**src/rtl/ta_cap_seq_50.sv**
```systemverilog
// Capture sequencer, 50 MHz domain: trigger-started sample capture into RAM, then handshaked readout.
// Optional capture timeout is enabled by defining TA_CAP_TIMEOUT_EN.
module ta_cap_seq_50 #(
   parameter int DW      = 16,
   parameter int AW      = 10,
   parameter int CAP_LEN = 1024,
   parameter int TIMEOUT = 50000000
) (
   input  logic          Ga_clk50,
   input  logic          Ga_rst_n,
   input  logic          Ga_cap_trig,
   input  logic          Ga_cap_cmpt,
   input  logic          Ga_smp_vld,
   input  logic [DW-1:0] Ga_smp_data,
   output logic          Ga_wr_en,
   output logic [AW-1:0] Ga_wr_addr,
   output logic [DW-1:0] Ga_wr_data,
   input  logic          Ga_rd_start,
   input  logic          Ga_rd_ready,
   output logic          Ga_rd_en,
   output logic [AW-1:0] Ga_rd_addr,
   output logic          Ga_busy,
   output logic          Ga_cap_done,
   output logic [AW:0]   Ga_cap_cnt,
   output logic          Ga_trig_miss,
   output logic          Ga_timeout
);

   typedef enum logic [1:0] {IDLE, CAPT, HOLD, READ} state_t;

   localparam logic [AW:0] LAST = (AW+1)'(CAP_LEN-1);

   state_t      state, state_nxt;
   logic [AW:0] cnt;
   logic [AW:0] rd_idx;
   logic        full_hit;
   logic        tmo_hit;
   logic        cap_end;
   logic        trig_acc;

   assign trig_acc = (state == IDLE) && Ga_cap_trig;
   // A sample landing on the last slot ends the capture in the same cycle it is written.
   assign full_hit = Ga_smp_vld && (cnt == LAST);
   assign cap_end  = Ga_cap_cmpt || full_hit || tmo_hit;
   assign Ga_busy  = (state != IDLE);

`ifdef TA_CAP_TIMEOUT_EN
   logic [31:0] tmo_cnt;

   assign tmo_hit = (state == CAPT) && (tmo_cnt == 32'(TIMEOUT-1));

   always_ff @(posedge Ga_clk50 or negedge Ga_rst_n) begin
      if (!Ga_rst_n) begin
         tmo_cnt    <= '0;
         Ga_timeout <= 1'b0;
      end else if (trig_acc) begin
         tmo_cnt    <= '0;
         Ga_timeout <= 1'b0;
      end else if (state == CAPT) begin
         tmo_cnt <= tmo_cnt + 32'd1;
         // Flag only a pure timeout; complete/full on the same edge take precedence.
         if (tmo_hit && !Ga_cap_cmpt && !full_hit)
            Ga_timeout <= 1'b1;
      end
   end
`else
   logic unused_tmo;

   assign unused_tmo = ^32'(TIMEOUT);
   assign tmo_hit    = 1'b0;
   assign Ga_timeout = 1'b0;
`endif

   always_comb begin
      state_nxt = state;
      case (state)
         IDLE: if (Ga_cap_trig) state_nxt = CAPT;
         CAPT: if (cap_end) state_nxt = HOLD;
         HOLD: if (Ga_rd_start) state_nxt = (Ga_cap_cnt == '0) ? IDLE : READ;
         READ: if (Ga_rd_ready && (rd_idx == Ga_cap_cnt - (AW+1)'(1))) state_nxt = IDLE;
         default: state_nxt = IDLE;
      endcase
   end

   always_ff @(posedge Ga_clk50 or negedge Ga_rst_n) begin
      if (!Ga_rst_n) begin
         state        <= IDLE;
         cnt          <= '0;
         rd_idx       <= '0;
         Ga_wr_en     <= 1'b0;
         Ga_wr_addr   <= '0;
         Ga_wr_data   <= '0;
         Ga_rd_en     <= 1'b0;
         Ga_rd_addr   <= '0;
         Ga_cap_done  <= 1'b0;
         Ga_cap_cnt   <= '0;
         Ga_trig_miss <= 1'b0;
      end else begin
         state        <= state_nxt;
         Ga_wr_en     <= 1'b0;
         Ga_rd_en     <= 1'b0;
         Ga_cap_done  <= 1'b0;
         Ga_trig_miss <= Ga_cap_trig && (state != IDLE);
         case (state)
            IDLE: begin
               if (Ga_cap_trig) begin
                  cnt        <= '0;
                  Ga_cap_cnt <= '0;
               end
            end
            CAPT: begin
               if (Ga_smp_vld) begin
                  Ga_wr_en   <= 1'b1;
                  Ga_wr_addr <= cnt[AW-1:0];
                  Ga_wr_data <= Ga_smp_data;
                  cnt        <= cnt + (AW+1)'(1);
               end
               if (cap_end) begin
                  Ga_cap_done <= 1'b1;
                  Ga_cap_cnt  <= cnt + (AW+1)'(Ga_smp_vld);
               end
            end
            HOLD: begin
               if (Ga_rd_start) rd_idx <= '0;
            end
            READ: begin
               if (Ga_rd_ready) begin
                  Ga_rd_en   <= 1'b1;
                  Ga_rd_addr <= rd_idx[AW-1:0];
                  rd_idx     <= rd_idx + (AW+1)'(1);
               end
            end
            default: ;
         endcase
      end
   end

endmodule

```
**config.mk**
```make
export PLATFORM = sky130hd
export DESIGN_NAME = ta_cap_seq_50
export DESIGN_NICKNAME = d
export VERILOG_FILES = /design/src/rtl/ta_cap_seq_50.sv
export SDC_FILE = /design/constraint.sdc
export NUM_CORES = 1
export LEC_CHECK = 0
export ABC_AREA = 1
export ABC_CLOCK_PERIOD_IN_PS = 2000
export BUFFER_PORTS_ARGS = -buffer_cell sky130_fd_sc_hd__buf_4
export CAP_MARGIN = 20
export CORE_UTILIZATION = 50
export CTS_CLUSTER_DIAMETER = 100
export DETAILED_ROUTE_END_ITERATION = 6
export HOLD_SLACK_MARGIN = 0.08
export PLACE_DENSITY_LB_ADDON = 0.1
export SYNTH_ARGS = -nofsm -noshare
export SYNTH_HDL_FRONTEND = slang
export SYNTH_SLANG_ARGS = --single-unit
```
**constraint.sdc**
```tcl
create_clock -name Ga_clk50 -period 2 [get_ports Ga_clk50]
set_input_delay 0.4 -clock Ga_clk50 [delete_from_list [all_inputs] [get_ports Ga_clk50]]
set_output_delay 0.4 -clock Ga_clk50 [all_outputs]
set_load 0.02 [all_outputs]
```
==> results.py <==
metrics = {
    "run_status": {
        "status": "completed",
    },
    "setup_path": {
        "r2r_cells": 9,
        "setup.worst_path.start": "cnt[3]",
        "critPathKind": "flip-flop to flip-flop",
        "r2r_slack_ns": 0.18,
        "cp-start-kind": "flip-flop",
        "cp_data_arrival_time_ns": 2.11,
        "end_kind": "flip-flop",
        "r2r-end": "Ga_cap_cnt[2]",
        "worstPathRequired_ns": 2.28,
        "r2r-start": "cnt[3]",
        "critPathMaxFanout": 9,
    },
    "global_route": {
        "grt_max_degree": 38,
        "gr-total-overflow": 0,
        "grt_pass1_vias": 3099,
        "grt_pass1_wl_mm": 14.2,
        "antenna_found_initial": 0,
        "track_usage": 0.241,
    },
    "cts": {
        "cts_max_level": 3,
        "cts_buffers": 9,
        "cts_setup_buffers": 0,
        "clkTransAtPathRegs_ns": 0.09,
        "cts-root-buf": "clkbuf_8",
        "worstSkewPairLatency_ns": 0.36,
        "clock_path_buffers": 2,
        "cts.sinks": 75,
        "tritoncts": "yes",
    },
    "floorplan": {
        "coreArea_mm2": 0.00721,
        "boundaryPins": 76,
        "die_w_um": 88.2,
        "die_area_mm2": 0.00778,
        "initial_core_util": 0.515,
        "num_rows": 31,
        "die_y_um": 88.2,
    },
    "sta": {
        "worst_slew_pin_slew_ns": 0.498,
        "worst_slack_ns": 0.178,
        "drv_slew": 0,
        "finalSetupViolations": 0,
        "fin_crit_ns": 1.82,
        "clock.fmax_ghz": 0.549,
        "finClkSkew_ns": 0.00956,
        "timing.slew.headroom": 0.666,
        "setup_tns_ns": 0,
        "period_share": 0.911,
        "hold_violations": 0,
    },
    "logic_synthesis": {
        "synth_largest_area_cell": "dfrtp_1",
        "synthCells": 474,
        "netlist_top_cells_count": "nand2_1 (145), dfrtp_1 (75), inv_1 (57)",
        "ys_types": 33,
        "ys_ff_latch": 75,
        "synth_edf_count": 0,
        "synth_fp_nets": 502,
        "synth.most_common_cell": "nand2_1",
        "yosys-top-cells-area": "dfrtp_1 (51%), nand2_1 (15%), inv_1 (5.8%)",
        "synth_top_area_frac": 0.505,
        "synth-seq-area-share": 0.505,
        "netlist_area_mm2": 0.00371,
        "yosys_warnings": 0,
        "ys.flop_type": "dfrtp_1",
        "syn-mean-instance-area_um2": 7.84,
        "synthArstFlopShare": 1.00,
    },
    "place": {
        "dp_cells": 645,
        "dpl.hpwl_mm": 6.43,
        "pre_cts_ws_ns": 0.154,
        "numPortBuffers": 74,
        "gp_congestion": 0.869,
        "placed_area_mm2": 0.00442,
    },
    "min_path": {
        "hold_end": "Ga_wr_data[6]",
        "hp-class": "input port to flip-flop",
        "worstHoldStart": "Ga_smp_data[6]",
        "hold_depth": 3,
    },
    "power": {
        "power.total_w": 0.00668,
        "p_per_area_mw_per_mm2": 1420,
        "irDropWorstVdd_v": 0.000811,
        "p_leak_nw": 2.50,
    },
    "layout": {
        "diodes": 0,
        "stdcell_area_mm2": 0.00470,
        "area_delta_synth_final_pct": 26.6,
        "finalNonFillerCells": 662,
        "fin_nets": 586,
        "drive_gt1_frac": 0.215,
    },
    "routing": {
        "drt_wl_total_mm": 8.74,
        "drcViolationCount": 0,
        "wl_per_cell_um": 13.2,
        "firstDrtPassIters": 6,
        "dr.first_iter.drc_count": 168,
        "routed_via_density": 5.02,
        "ant_nets": 0,
        "vias": 3323,
    },
    "job": {
        "drv_cap": 0,
    },
}
## cells by family (layout without fill, tap and decap cells)
logic type / Yosys count / count (layout) / share of synthesized area
AND/OR/NAND/NOR: 235 / 235 / 0.266
AO/OA/AOI/OAI: 75 / 75 / 0.109
flip-flops: 75 / 75 / 0.505
buffers and inverters: 72 / 161 / 0.0761
XOR/XNOR: 11 / 11 / 0.0259
adder cells (fa/ha/maj): 5 / 5 / 0.0168
other: 1 / 1 / 0.00101
## where the power goes
group	switching, W	leakage [nW]	internal, W
logic	0.00177	1.37	0.00113
clock network	0.000631	0.128	0.000855
registers	0.000341	0.997	0.00196
## flip-flops by register name, summed over array words and instances (netlist names), 2 cells and up
name and flops:
Ga_wr_data 16, Ga_cap_cnt 11, cnt 11, rd_idx 11
Ga_rd_addr 10, Ga_wr_addr 10, state 2
## worst max-delay path, stage by stage (launching register included)
cell      delay [ns]
dfrtp_1         0.51
nand3_1         0.18
nor3_4          0.26
nand2_1         0.10
nand2_1         0.08
nand2_1         0.10
nand2_1         0.10
buf_4           0.15
o211ai_1        0.15
o21ai_0         0.11
## per-layer routing
| layer | vias to the layer above | track usage | share of wire |
|---|---|---|---|
| li1 | 1672 | - | - |
| met1 | 1574 | 0.306 | 0.44 |
| met2 | 65 | 0.410 | 0.50 |
| met3 | 12 | 0.0434 | 0.040 |
| met4 | 0 | 0.0924 | 0.018 |
| met5 | - | 0 | 0 |
## how the worst max path moves through the flow
stage	end	slack [ns]	cells after the start
2_1_floorplan	state[0]	0.33	12
3_3_place_gp	Ga_cap_cnt[2]	0.14	11
3_5_place_dp	Ga_cap_cnt[2]	0.15	11
4_1_cts	Ga_cap_cnt[2]	0.13	11
5_1_grt	Ga_cap_cnt[2]	-0.007	9
6_report	Ga_cap_cnt[2]	0.18	9
## placed cells by master, fill, tap and decap left out, types with 2 or more instances in the layout
master,synthesis,layout
nand2_1,145,144
buf_4,1,82
dfrtp_1,75,74
inv_1,57,56
o21ai_0,41,41
nor2_1,40,40
nand3_1,23,23
a21oi_1,21,21
clkbuf_8,0,9
xor2_1,8,8
nand2_2,6,7
nor3_1,7,7
o211ai_1,6,6
ha_1,5,5
nor2_2,5,4
inv_2,2,3
xnor2_1,3,3
bufinv_16,0,3
o21a_1,2,2
nand4_1,2,2
nand2_4,2,2
inv_8,0,2
inv_6,0,2
## final cells by class
cell class	count	area, um^2
multi-input cells	327	1570
clock buffers	9	124
fillers	617	2510
repair buffers	84	646
flip-flops and latches	75	1880
clock inverters	7	130
well taps	99	124
inverters	61	231
## metrics by stage
step,util,hold WS (ns)
2_1_floorplan,-,0.104
3_3_place_gp,0.613,0.378
3_5_place_dp,0.613,0.384
4_1_cts,0.650,0.219
5_1_grt,0.652,0.222
6_report,0.652,0.223
## timing repair
action,CTS,global route
resized for setup,0,5
hold buffers,1,0
hold endpoints to repair,30,0
endpoints found under the setup margin,0,12
(Power assumes the default switching activity.)
